File: src/rtl/saper_pkg.sv
// Shared types, sizes and helpers for the minesweeper defuse path.
package saper_pkg;

   typedef enum logic [1:0] {
      LVL_NONE   = 2'b00,
      LVL_EASY   = 2'b01,
      LVL_MEDIUM = 2'b10,
      LVL_HARD   = 2'b11
   } level_t;

   typedef enum logic [1:0] {
      RESP_OK    = 2'b00,
      RESP_DUP   = 2'b01,
      RESP_MINE  = 2'b10,
      RESP_RANGE = 2'b11
   } resp_t;

   typedef enum logic [1:0] {
      ST_IDLE   = 2'b00,
      ST_CHECK  = 2'b01,
      ST_ISSUE  = 2'b10,
      ST_SETTLE = 2'b11
   } state_t;

   localparam int unsigned COORD_W  = 5;
   localparam int unsigned CNT_W    = 9;
   localparam int unsigned N_EASY   = 8;
   localparam int unsigned N_MEDIUM = 10;
   localparam int unsigned N_HARD   = 16;

   localparam int unsigned MINES_EASY_DEF   = 8;
   localparam int unsigned MINES_MEDIUM_DEF = 15;
   localparam int unsigned MINES_HARD_DEF   = 40;

   // Grid edge length for a level; 0 for "no level" so every coordinate fails the range check.
   function automatic logic [COORD_W-1:0] grid_n(input level_t lvl);
      case (lvl)
         LVL_EASY:   grid_n = COORD_W'(N_EASY);
         LVL_MEDIUM: grid_n = COORD_W'(N_MEDIUM);
         LVL_HARD:   grid_n = COORD_W'(N_HARD);
         default:    grid_n = '0;
      endcase
   endfunction

   // Number of safe fields (cells without a mine) for a level and its mine counts.
   function automatic logic [CNT_W-1:0] safe_fields(input level_t lvl,
                                                    input int unsigned mines_easy,
                                                    input int unsigned mines_medium,
                                                    input int unsigned mines_hard);
      case (lvl)
         LVL_EASY:   safe_fields = CNT_W'(N_EASY * N_EASY - mines_easy);
         LVL_MEDIUM: safe_fields = CNT_W'(N_MEDIUM * N_MEDIUM - mines_medium);
         LVL_HARD:   safe_fields = CNT_W'(N_HARD * N_HARD - mines_hard);
         default:    safe_fields = '0;
      endcase
   endfunction

endpackage

File: src/rtl/defuse_sequencer_if.sv
// Request/response and defuse-command bus between the input logic, the sequencer
// and the defuse-array generator.
interface defuse_sequencer_if;
   import saper_pkg::*;

   logic               req_valid;
   logic               req_ready;
   logic [COORD_W-1:0] req_x;
   logic [COORD_W-1:0] req_y;
   logic               defuse;
   logic [COORD_W-1:0] defuse_ind_x;
   logic [COORD_W-1:0] defuse_ind_y;
   logic               resp_valid;
   resp_t              resp;

   modport master (
      output req_valid, req_x, req_y,
      input  req_ready, defuse, defuse_ind_x, defuse_ind_y, resp_valid, resp
   );

   modport slave (
      input  req_valid, req_x, req_y,
      output req_ready, defuse, defuse_ind_x, defuse_ind_y, resp_valid, resp
   );

endinterface

File: src/rtl/defuse_cell_lookup.sv
// Combinational cell lookup: selects the level's mine/defused arrays at [y-1][x-1].
module defuse_cell_lookup
   import saper_pkg::*;
(
   input  level_t               level,
   input  logic                 in_range,
   input  logic [COORD_W-1:0]   x,
   input  logic [COORD_W-1:0]   y,
   input  logic [7:0][7:0]      mine_arr_easy,
   input  logic [9:0][9:0]      mine_arr_medium,
   input  logic [15:0][15:0]    mine_arr_hard,
   input  logic [7:0][7:0]      defused_easy,
   input  logic [9:0][9:0]      defused_medium,
   input  logic [15:0][15:0]    defused_hard,
   output logic                 is_mine,
   output logic                 is_defused
);

   logic [3:0] xi;
   logic [3:0] yi;

   // Zero-based indices only once the range check has passed, so x=0/y=0 never wraps.
   always_comb begin
      xi = '0;
      yi = '0;
      if (in_range) begin
         xi = 4'(x - 5'd1);
         yi = 4'(y - 5'd1);
      end
   end

   always_comb begin
      is_mine    = 1'b0;
      is_defused = 1'b0;
      if (in_range) begin
         case (level)
            LVL_EASY: begin
               is_mine    = mine_arr_easy[yi[2:0]][xi[2:0]];
               is_defused = defused_easy[yi[2:0]][xi[2:0]];
            end
            LVL_MEDIUM: begin
               is_mine    = mine_arr_medium[yi][xi];
               is_defused = defused_medium[yi][xi];
            end
            LVL_HARD: begin
               is_mine    = mine_arr_hard[yi][xi];
               is_defused = defused_hard[yi][xi];
            end
            default: begin
               is_mine    = 1'b0;
               is_defused = 1'b0;
            end
         endcase
      end
   end

endmodule

File: src/rtl/defuse_sequencer.sv
// Defuse request sequencer: range/mine/duplicate checks, one-cycle defuse issue, settle wait, progress count.
// Optional DEFUSE_SEQ_LOCK_EN: a MINE response or all_clear locks out requests until restart.
module defuse_sequencer
   import saper_pkg::*;
#(
   parameter int unsigned SETTLE_CYC   = 2,
   parameter int unsigned MINES_EASY   = MINES_EASY_DEF,
   parameter int unsigned MINES_MEDIUM = MINES_MEDIUM_DEF,
   parameter int unsigned MINES_HARD   = MINES_HARD_DEF
)(
   input  logic                 clk,
   input  logic                 rst,
   input  level_t               level,
   input  logic                 restart,
   defuse_sequencer_if.slave    bus,
   input  logic [7:0][7:0]      mine_arr_easy,
   input  logic [9:0][9:0]      mine_arr_medium,
   input  logic [15:0][15:0]    mine_arr_hard,
   input  logic [7:0][7:0]      defused_easy,
   input  logic [9:0][9:0]      defused_medium,
   input  logic [15:0][15:0]    defused_hard,
   output logic [CNT_W-1:0]     defused_cnt,
   output logic                 all_clear
);

`ifdef DEFUSE_SEQ_LOCK_EN
   localparam bit LOCK_EN = 1'b1;
`else
   localparam bit LOCK_EN = 1'b0;
`endif

   localparam int unsigned SETTLE_W = (SETTLE_CYC > 1) ? $clog2(SETTLE_CYC) : 1;
   localparam logic [SETTLE_W-1:0] SETTLE_LAST = SETTLE_W'(SETTLE_CYC - 1);
   localparam logic [CNT_W-1:0]    CNT_MAX     = '1;

   state_t               state;
   level_t               cap_level;
   logic [COORD_W-1:0]   cap_x;
   logic [COORD_W-1:0]   cap_y;
   logic [SETTLE_W-1:0]  settle_cnt;
   logic                 lock;

   logic                 ready_q;
   logic                 defuse_q;
   logic [COORD_W-1:0]   ind_x_q;
   logic [COORD_W-1:0]   ind_y_q;
   logic                 resp_valid_q;
   resp_t                resp_q;
   logic [CNT_W-1:0]     cnt_q;
   logic                 all_clear_q;

   logic [COORD_W-1:0]   n_c;
   logic                 in_range_c;
   logic                 is_mine_c;
   logic                 is_defused_c;
   logic [CNT_W-1:0]     cnt_inc_c;
   logic [CNT_W-1:0]     safe_c;
   logic                 hit_clear_c;
   logic                 mine_lock_c;
   logic                 clear_lock_c;

   // Range check on the captured request; all compares are 5-bit against the grid size.
   always_comb begin
      n_c        = grid_n(cap_level);
      in_range_c = (cap_level != LVL_NONE) && (cap_x != '0) && (cap_y != '0)
                   && (cap_x <= n_c) && (cap_y <= n_c);
   end

   defuse_cell_lookup u_lookup (
      .level           (cap_level),
      .in_range        (in_range_c),
      .x               (cap_x),
      .y               (cap_y),
      .mine_arr_easy   (mine_arr_easy),
      .mine_arr_medium (mine_arr_medium),
      .mine_arr_hard   (mine_arr_hard),
      .defused_easy    (defused_easy),
      .defused_medium  (defused_medium),
      .defused_hard    (defused_hard),
      .is_mine         (is_mine_c),
      .is_defused      (is_defused_c)
   );

   // Progress bookkeeping for an OK issue: saturating increment and the all-clear target.
   always_comb begin
      cnt_inc_c    = (cnt_q == CNT_MAX) ? cnt_q : cnt_q + CNT_W'(1);
      safe_c       = safe_fields(cap_level, MINES_EASY, MINES_MEDIUM, MINES_HARD);
      hit_clear_c  = (cnt_inc_c == safe_c);
      mine_lock_c  = LOCK_EN && in_range_c && is_mine_c;
      clear_lock_c = LOCK_EN && hit_clear_c;
   end

   // Sequencer FSM with registered outputs; restart outranks everything but rst.
   always_ff @(posedge clk or negedge rst) begin
      if (!rst) begin
         state        <= ST_IDLE;
         cap_level    <= LVL_NONE;
         cap_x        <= '0;
         cap_y        <= '0;
         settle_cnt   <= '0;
         lock         <= 1'b0;
         ready_q      <= 1'b1;
         defuse_q     <= 1'b0;
         ind_x_q      <= '0;
         ind_y_q      <= '0;
         resp_valid_q <= 1'b0;
         resp_q       <= RESP_OK;
         cnt_q        <= '0;
         all_clear_q  <= 1'b0;
      end else if (restart) begin
         state        <= ST_IDLE;
         settle_cnt   <= '0;
         lock         <= 1'b0;
         ready_q      <= 1'b1;
         defuse_q     <= 1'b0;
         resp_valid_q <= 1'b0;
         resp_q       <= RESP_OK;
         cnt_q        <= '0;
         all_clear_q  <= 1'b0;
      end else begin
         defuse_q     <= 1'b0;
         resp_valid_q <= 1'b0;
         case (state)
            ST_IDLE: begin
               if (level != cap_level) begin
                  cnt_q       <= '0;
                  all_clear_q <= 1'b0;
               end
               if (bus.req_valid && ready_q) begin
                  cap_x     <= bus.req_x;
                  cap_y     <= bus.req_y;
                  cap_level <= level;
                  ready_q   <= 1'b0;
                  state     <= ST_CHECK;
               end
            end

            ST_CHECK: begin
               if (!in_range_c || is_mine_c || is_defused_c) begin
                  resp_valid_q <= 1'b1;
                  if (!in_range_c)
                     resp_q <= RESP_RANGE;
                  else if (is_mine_c)
                     resp_q <= RESP_MINE;
                  else
                     resp_q <= RESP_DUP;
                  lock    <= lock || mine_lock_c;
                  ready_q <= !(lock || mine_lock_c);
                  state   <= ST_IDLE;
               end else begin
                  defuse_q     <= 1'b1;
                  ind_x_q      <= cap_x;
                  ind_y_q      <= cap_y;
                  resp_valid_q <= 1'b1;
                  resp_q       <= RESP_OK;
                  cnt_q        <= cnt_inc_c;
                  all_clear_q  <= hit_clear_c;
                  lock         <= lock || clear_lock_c;
                  state        <= ST_ISSUE;
               end
            end

            ST_ISSUE: begin
               settle_cnt <= '0;
               state      <= ST_SETTLE;
            end

            ST_SETTLE: begin
               if (settle_cnt == SETTLE_LAST) begin
                  ready_q <= !lock;
                  state   <= ST_IDLE;
               end else begin
                  settle_cnt <= settle_cnt + SETTLE_W'(1);
               end
            end

            default: begin
               ready_q <= !lock;
               state   <= ST_IDLE;
            end
         endcase
      end
   end

   assign bus.req_ready    = ready_q;
   assign bus.defuse       = defuse_q;
   assign bus.defuse_ind_x = ind_x_q;
   assign bus.defuse_ind_y = ind_y_q;
   assign bus.resp_valid   = resp_valid_q;
   assign bus.resp         = resp_q;
   assign defused_cnt      = cnt_q;
   assign all_clear        = all_clear_q;

endmodule

File: src/flat_wrapper.sv
// flat-port wrapper written by rule: the top's interface ports become plain ports
module defuse_sequencer_flat import saper_pkg::*;
#(
   parameter int unsigned SETTLE_CYC   = 2,
   parameter int unsigned MINES_EASY   = MINES_EASY_DEF,
   parameter int unsigned MINES_MEDIUM = MINES_MEDIUM_DEF,
   parameter int unsigned MINES_HARD   = MINES_HARD_DEF
)
  (clk, rst, level, restart, mine_arr_easy, mine_arr_medium, mine_arr_hard, defused_easy, defused_medium, defused_hard, defused_cnt, all_clear, bus_req_valid, bus_req_x, bus_req_y, bus_req_ready, bus_defuse, bus_defuse_ind_x, bus_defuse_ind_y, bus_resp_valid, bus_resp);
  defuse_sequencer_if bus_i ();
  input  logic clk;
  input  logic rst;
  input  level_t level;
  input  logic restart;
  input  logic [7:0][7:0] mine_arr_easy;
  input  logic [9:0][9:0] mine_arr_medium;
  input  logic [15:0][15:0] mine_arr_hard;
  input  logic [7:0][7:0] defused_easy;
  input  logic [9:0][9:0] defused_medium;
  input  logic [15:0][15:0] defused_hard;
  output logic [CNT_W-1:0] defused_cnt;
  output logic all_clear;
  input wire logic [$bits(bus_i.req_valid)-1:0] bus_req_valid;
  input wire logic [$bits(bus_i.req_x)-1:0] bus_req_x;
  input wire logic [$bits(bus_i.req_y)-1:0] bus_req_y;
  output wire logic [$bits(bus_i.req_ready)-1:0] bus_req_ready;
  output wire logic [$bits(bus_i.defuse)-1:0] bus_defuse;
  output wire logic [$bits(bus_i.defuse_ind_x)-1:0] bus_defuse_ind_x;
  output wire logic [$bits(bus_i.defuse_ind_y)-1:0] bus_defuse_ind_y;
  output wire logic [$bits(bus_i.resp_valid)-1:0] bus_resp_valid;
  output wire logic [$bits(bus_i.resp)-1:0] bus_resp;
  assign bus_i.req_valid = bus_req_valid;
  assign bus_i.req_x = bus_req_x;
  assign bus_i.req_y = bus_req_y;
  assign bus_req_ready = bus_i.req_ready;
  assign bus_defuse = bus_i.defuse;
  assign bus_defuse_ind_x = bus_i.defuse_ind_x;
  assign bus_defuse_ind_y = bus_i.defuse_ind_y;
  assign bus_resp_valid = bus_i.resp_valid;
  assign bus_resp = bus_i.resp;
  defuse_sequencer #(.SETTLE_CYC(SETTLE_CYC), .MINES_EASY(MINES_EASY), .MINES_MEDIUM(MINES_MEDIUM), .MINES_HARD(MINES_HARD)) u_core (.clk(clk), .rst(rst), .level(level), .restart(restart), .bus(bus_i), .mine_arr_easy(mine_arr_easy), .mine_arr_medium(mine_arr_medium), .mine_arr_hard(mine_arr_hard), .defused_easy(defused_easy), .defused_medium(defused_medium), .defused_hard(defused_hard), .defused_cnt(defused_cnt), .all_clear(all_clear));
endmodule
File: config.mk
export PLATFORM = sky130hd
export DESIGN_NAME = defuse_sequencer_flat
export DESIGN_NICKNAME = d
export VERILOG_FILES = /design/src/rtl/saper_pkg.sv /design/src/rtl/defuse_sequencer_if.sv /design/src/rtl/defuse_cell_lookup.sv /design/src/rtl/defuse_sequencer.sv /design/src/flat_wrapper.sv
export SDC_FILE = /design/constraint.sdc
export NUM_CORES = 1
export LEC_CHECK = 0
export ABC_AREA = 1
export CAP_MARGIN = 20
export CORE_AREA = 4 4 337 339
export DETAILED_ROUTE_END_ITERATION = 16
export DIE_AREA = 0 0 341 343
export GPL_ROUTABILITY_DRIVEN = 1
export PLACE_DENSITY = 0.32
export SETUP_SLACK_MARGIN = 0.3
export SYNTH_ARGS = -nofsm -noshare
export SYNTH_HDL_FRONTEND = slang
export SYNTH_HIERARCHICAL = 1
export SYNTH_SLANG_ARGS = --single-unit
File: constraint.sdc
create_clock -name clk -period 6.8 [get_ports clk]
set_clock_uncertainty 0.2 [all_clocks]
set_input_delay 1.36 -clock clk [delete_from_list [all_inputs] [get_ports clk]]
set_output_delay 1.36 -clock clk [all_outputs]
set_load 0.02 [all_outputs]
* Word level (Yosys, flattened, before mapping)
Cells that the tools add are included.
** Storage, ports and cells
- Flip-flop bits (word level) :: 40
- Logic and storage cells :: 124
- Input bits :: 856
- Memories :: 0
- Memory bits (read-only) :: 0
- Memory bits (writable) :: 0
- Bits in latches :: 0
- Output and inout bits :: 25
** Operators by class
- $lt $le $gt $ge :: 6
- Mux-type cells :: 64
- Add/subtract/negate cells :: 4
- Reduce and logical (&&, ||, !) cells :: 21
- Shifts and indexed selects :: 0
- Bitwise logic cells :: 2
- Eq/ne operators :: 14
- $mul :: 0
- Div/mod/pow operators :: 0
** Operator list (count)
- binary-select mux 16 bit (select 4 bit) :: 2
- binary-select mux 10 bit (select 4 bit) :: 2
- binary-select mux 8 bit (select 3 bit) :: 2
- two-way mux 9 bit :: 4
- two-way mux 16 bit :: 2
- one-hot mux 8 bit (3 select lines) :: 1
- two-way mux 1 bit :: 22
- two-way mux 10 bit :: 2
- two-way mux 2 bit :: 9
- one-hot mux 9 bit (2 select lines) :: 1
- binary-select mux 1 bit (select 4 bit) :: 4
- two-way mux 8 bit :: 2
- one-hot mux 5 bit (3 select lines) :: 1
- != test 3 x 2 -> 1 bit (second input constant) :: 4
- <= comparator 5 bit :: 2
- less-than comparator 4 x 5 -> 1 bit (second input constant) :: 2
- nonzero test 5 bit :: 2
- adder 9 x 1 -> 9 bit (second input constant) :: 1
- equality test 9 x 8 -> 1 bit :: 1
- equality test 9 bit (second input constant) :: 1
- one-hot mux 1 bit (3 select lines) :: 3
- AND reduction 3 bit :: 3
- equality test 2 bit (second input constant) :: 4
- less-than comparator 3 x 4 -> 1 bit (second input constant) :: 2
- 19 further kinds :: 32

* Logic depth before layout (Yosys ltp)
- Depth after elaboration :: 17
- Depth in mapped cells :: 36

* Cells and area by module
The synthesis kept the hierarchy.
** By module, submodules not included
- defuse_cell_lookup :: times used 1, cells an instance 1965, area each 8728.4 sq um, seq. area each 0.0 sq um
- defuse_sequencer :: times used 1, cells an instance 318, area each 2338.5 sq um, seq. area each 1002.2 sq um

* Worst setup path before layout
Ideal clock, no wire load.
- Path type :: register -> register
- From :: register u_core.cap_level[1]
- To :: register u_core.ind_x_q[2], in the netlist u_core/bus.defuse_ind_x[2]
- Path buffers :: 3
- Arrival :: 3.757 ns
- Slack :: 2.716 ns
- Stages on the path, launching flop included :: 29
- Data required time :: 6.473 ns
- Path through :: dfrtp_1 -> inv_1 -> ha_1 -> inv_1 -> ha_1 -> nand2_1 -> a21oi_1 -> nand2_1 -> nand2_1 -> nand2_1 -> nor2_1 -> nand2_1 -> inv_1 -> buf_2 -> clkbuf_1 -> nand3_1 -> nand3_1 -> nand3_1 -> nand2_1 -> nand2_1 -> a21oi_1 -> nand2_1 -> a21oi_1 -> a21oi_1 -> nor2_1 -> nand3_2 -> buf_2 -> nand2_1 -> o21ai_0
** On the way
- Word-level cells in the longest chain between the ends :: 16
- Elaborated cells between the ends (all ways) :: 46
- Classes of those cells :: order compare (2); eq/ne (3); mux (31); bitwise (1); reduce/logical (9)
** RTL lines
- from (decl) :: RTL line defuse_sequencer.sv:37 : level_t cap_level;
- from (signal assigned) :: RTL line defuse_sequencer.sv:132 : cap_level <= level;
- equality test 2 bit, or another cell as far along :: RTL line saper_pkg.sv:37 : case (lvl)
- one-hot mux 5 bit (3 select lines) / logical AND 1 bit (equally long branches) :: RTL line saper_pkg.sv:37, defuse_sequencer.sv:65
- <= comparator 5 bit / logical AND 1 bit (equally long branches) :: RTL line defuse_sequencer.sv:66, defuse_sequencer.sv:65
- logical AND 1 bit :: RTL line defuse_sequencer.sv:66 : && (cap_x <= n_c) && (cap_y <= n_c);
- logical AND 1 bit * :: RTL line defuse_sequencer.sv:66
- via u_core.in_range_c :: RTL line defuse_sequencer.sv:53 : logic in_range_c;
- two-way mux 4 bit :: RTL line defuse_cell_lookup.sv:26 : if (in_range) begin
- binary-select mux 16 bit (select 4 bit), or another cell as far along :: RTL line defuse_cell_lookup.sv:46 : is_mine = mine_arr_hard[yi][xi];
- two-way mux 16 bit (implied by the code), or another cell as far along :: RTL line defuse_cell_lookup.sv:46
- binary-select mux 1 bit (select 4 bit), or another cell as far along :: RTL line defuse_cell_lookup.sv:46
- two-way mux 1 bit (on tied branches) :: RTL line defuse_cell_lookup.sv:46, defuse_cell_lookup.sv:38, defuse_cell_lookup.sv:42
- one-hot mux 1 bit (3 select lines) :: RTL line defuse_cell_lookup.sv:36 : case (level)
- two-way mux 1 bit * :: RTL line defuse_cell_lookup.sv:35 : if (in_range) begin
- via u_core.is_mine_c :: RTL line defuse_sequencer.sv:54 : logic is_mine_c;
- logical OR 1 bit * (2 in a row) :: RTL line defuse_sequencer.sv:139 : if (!in_range_c || is_mine_c || is_defused_c) begin
- NOT 1 bit (no source line) *
- AND reduction 3 bit (no source line) *
- to (signal assigned) :: RTL line defuse_sequencer.sv:152 : ind_x_q <= cap_x;
- to (decl) :: RTL line defuse_sequencer.sv:45 : logic [COORD_W-1:0] ind_x_q;
The timed path passes the listed nets; every way through them passes the cells marked *. The select of a mux whose other input is x is not followed.
A chain may end at the register's enable or synchronous reset.

* Worst setup path after layout
Same ends and word-level chain as after synthesis.

==> results <==
## state kept, by name, indices dropped and copies added, names as in the netlist
name                     cells
u_core/defused_cnt           9
u_core/bus.defuse_ind_x      5
u_core/bus.defuse_ind_y      5
u_core/cap_x                 5
u_core/cap_y                 5
u_core/bus.resp              2
u_core/cap_level             2
u_core/state                 2
u_core/all_clear             1
u_core/bus.defuse            1
u_core/bus.req_ready         1
u_core/bus.resp_valid        1
u_core/settle_cnt            1
## path summary, 6_finish.rpt
path	from	to	slack (ns)
min	u_core/bus.req_ready	u_core/bus.req_ready	0.28
max in group asynchronous	rst	u_core/bus.req_ready	5.21
min reg2reg	u_core/bus.req_ready	u_core/bus.req_ready	0.28
min in group asynchronous	rst	u_core/bus.defuse_ind_y[0]	0.69
max	u_core/cap_level[1]	u_core/bus.defuse_ind_x[2]	0.96
max reg2reg	u_core/cap_level[1]	u_core/bus.defuse_ind_x[2]	0.96
## per-stage QoR
step / setup WS (ns) / power, mW
after floorplan: 2.72 / 5.02
after global placement: 0.907 / 9.11
after detailed placement: 0.870 / 9.07
after CTS: 0.818 / 9.34
after global routing: 0.394 / 9.96
final: 0.964 / 9.03
## cell usage after synthesis, drive strengths merged
| master | count | area [um2] |
|---|---|---|
| nand3 | 749 | 3770 |
| o31ai | 1 | 7.51 |
| dfrtp | 39 | 976 |
| nand3b | 1 | 7.51 |
| nand2 | 977 | 3680 |
| o22ai | 8 | 50.1 |
| xnor2 | 4 | 35.0 |
| clkinv | 2 | 7.51 |
| ha | 13 | 163 |
| a31oi | 2 | 12.5 |
| nor3 | 3 | 15.0 |
| a21oi | 38 | 190 |
| a32o | 1 | 10.0 |
| buf | 141 | 766 |
| o211ai | 19 | 143 |
| nor2 | 81 | 329 |
| nand4 | 8 | 50.1 |
| o21ai | 47 | 235 |
| clkbuf | 40 | 150 |
| or2 | 14 | 87.6 |
| dfstp | 1 | 26.3 |
| inv | 94 | 353 |
## worst max-delay path, delay by kind of cell (launching register included)
kind | cells | cell delay (ns)
AO/OA/AOI/OAI | 3 | 0.46
flip-flops | 1 | 0.51
AND/OR/NAND/NOR | 17 | 2.71
adder cells (fa/ha/maj) | 2 | 0.57
buffers and inverters | 5 | 1.04
## layer usage
| layer | up-vias | wire, um | global-route usage [%] |
|---|---|---|---|
| li1 | 9065 | - | - |
| met2 | 600 | 56200 | 32.6 |
| met5 | - | 108 | 0 |
| met4 | 18 | 782 | 1.53 |
| met3 | 56 | 7210 | 3.78 |
| met1 | 8508 | 50200 | 23.8 |
## layout by cell type, fill, tap and decap left out, types with 3 or more instances in the layout
| master | synthesis | final |
|---|---|---|
| nand2_1 | 973 | 972 |
| clkdlybuf4s50_1 | 0 | 879 |
| nand3_1 | 746 | 745 |
| inv_1 | 90 | 87 |
| nor2_1 | 75 | 74 |
| buf_4 | 21 | 45 |
| o21ai_0 | 44 | 44 |
| dfrtp_1 | 39 | 39 |
| a21oi_1 | 38 | 38 |
| o211ai_1 | 19 | 19 |
| buf_12 | 0 | 15 |
| ha_1 | 13 | 13 |
| or2_2 | 12 | 12 |
| diode_2 | 0 | 11 |
| nand4_1 | 8 | 8 |
| o22ai_1 | 8 | 8 |
| nor2_4 | 2 | 7 |
| clkbuf_16 | 0 | 5 |
| xnor2_1 | 4 | 4 |
| inv_2 | 4 | 4 |
| clkinv_1 | 2 | 3 |
| nand2_4 | 1 | 3 |
| nor3_1 | 3 | 3 |
| o21ai_1 | 3 | 3 |
## power groups by stage
| stage | Clock [mW] | Sequential, mW | Combinational (mW) |
|---|---|---|---|
| global placement | 0 | 0.422 | 8.68 |
| detailed placement | 0 | 0.420 | 8.65 |
| finish | 0.230 | 0.413 | 8.39 |
| CTS | 0.239 | 0.418 | 8.69 |
| global route | 0.248 | 0.430 | 9.28 |
| floorplan | 0 | 0.414 | 4.61 |
## cells by family (layout without fill, tap and decap cells)
| group | count (synthesis) | in the layout |
|---|---|---|
| adders and majority gates | 13 | 13 |
| xor gates and xnor gates | 4 | 4 |
| other | 0 | 11 |
| AOI/OAI and AO/OA | 116 | 116 |
| DFF | 40 | 40 |
| buffers and inverters | 277 | 1043 |
| and+or+nand+nor | 1833 | 1833 |
## area by class of cell
type                            instances  area [um2]  area share, %
Antenna cell                           11        27.5          0.127
Clock buffer                            6         129          0.594
Clock inverter                          1        5.00         0.0231
Inverter                               96         370           1.71
Multi-Input combinational cell       1966        8850           40.8
Sequential cell                        40        1000           4.62
Tap cell                             1488        1860           8.58
Timing Repair Buffer                  940        9440           43.5
==> reports/qor.yml <==
grt_util_all_layers_pct: 18.4
hpwlAfterDp_mm: 93.0
fillCellCount: 12800
grt_pass1_vias: 18800
syn_nets: 3152
clock-sinks: 40
grt_remaining_overflow: 0
status: "completed"
final_area_um2: 21700
totalWireLength_mm: 115
final_nets: 3918
cap_viol_max_count: 0
whs_ns: 0.282
root_buffer: "clkbuf_16"
clock_path_buffers: 2
cp_slowest_cell: "dfrtp_1"
synth.cell_area_um2: 11100
drtIter0Drc: 1059
power_frac_seq_pct: 4.6
clkPwrFrac_pct: 2.6
first_pass_iters: 5
relSlewSlack_pct: 35.8
tns_ns: 0
synth_compound_area_share_pct: 5.86
cts_hold_buf: 0
power_density_nw_per_um2: 416
start_util_pct: 10.0
worst_pin_slew_ns: 0.961
crit_top_cell: "nand3_1"
finalSetupViolCount: 0
synthAdderAreaFrac_pct: 1.47
io_buffer_count: 880
grt_start_max_net_pins: 99
clk_pin_slew_ns: 0.06
drcViolationCount: 0
r2r.worst_path.cells: 27
die_width_um: 341
yosys_warnings: 6
synth.yosys.seq_area_share_pct: 9.06
cts_setup_buffers: 0
peakVddDrop_mv: 0.423
drive_above_1_share_pct: 3.35
syn-mean-instance-area_um2: 4.85
rows: 122
muxShareOfSynthArea_pct: 0
gp_congestion: 0.865
die_y_um: 343
wl_per_cell_um: 25.2
dieArea_um2: 117000
critPathKind: "flip-flop to flip-flop"
dp.cells: 4529
cts_resized: 0
synth_xor_xnor_area_share_pct: 0.317
crit_fanout: 77
viasPerCell: 4.01
clkLatencyLatePin_ns: 0.29
p_sw_share_pct: 66.3
stdcell_count: 4548
cp-end-kind: "flip-flop"
min_path_type: "flip-flop to flip-flop"
vias: 18200
ys_types: 34
worstPathRequired_ns: 6.79
io_pins: 881
yosys.area_share.simple_pct: 71.8
combPwrFrac_pct: 92.9
grt_setup_unrepaired: "false"
slew_violations: 0
synthCells: 2283
syn_to_final_growth_pct: 96.0
antenna_found_initial: 26
htree_levels: 2
start_kind: "flip-flop"
synth_top_family_by_area: "simple AND/OR/NAND/NOR gates"
cell_internal_pwr_mw: 3.04
ys_seq_elements: 40
holdPathStages: 2
dpl-instance-area_um2: 21500
cts_tree: "built"
max_stage_delay_ns: 0.51
core_um2: 110000
fmax_mhz: 171
ant_nets: 0
cts_made_buffers: 5
critPathArrivalTime_ns: 5.82
hold_viol: 0
final_core_util_pct: 19.7
p_leak_nw: 9.06
post-route-period-util_pct: 85.8
p_sw_mw: 5.99
fin_crit_ns: 5.84
grt_pass1_wl_mm: 154
No activity file was read; power rests on OpenSTA's default activity.
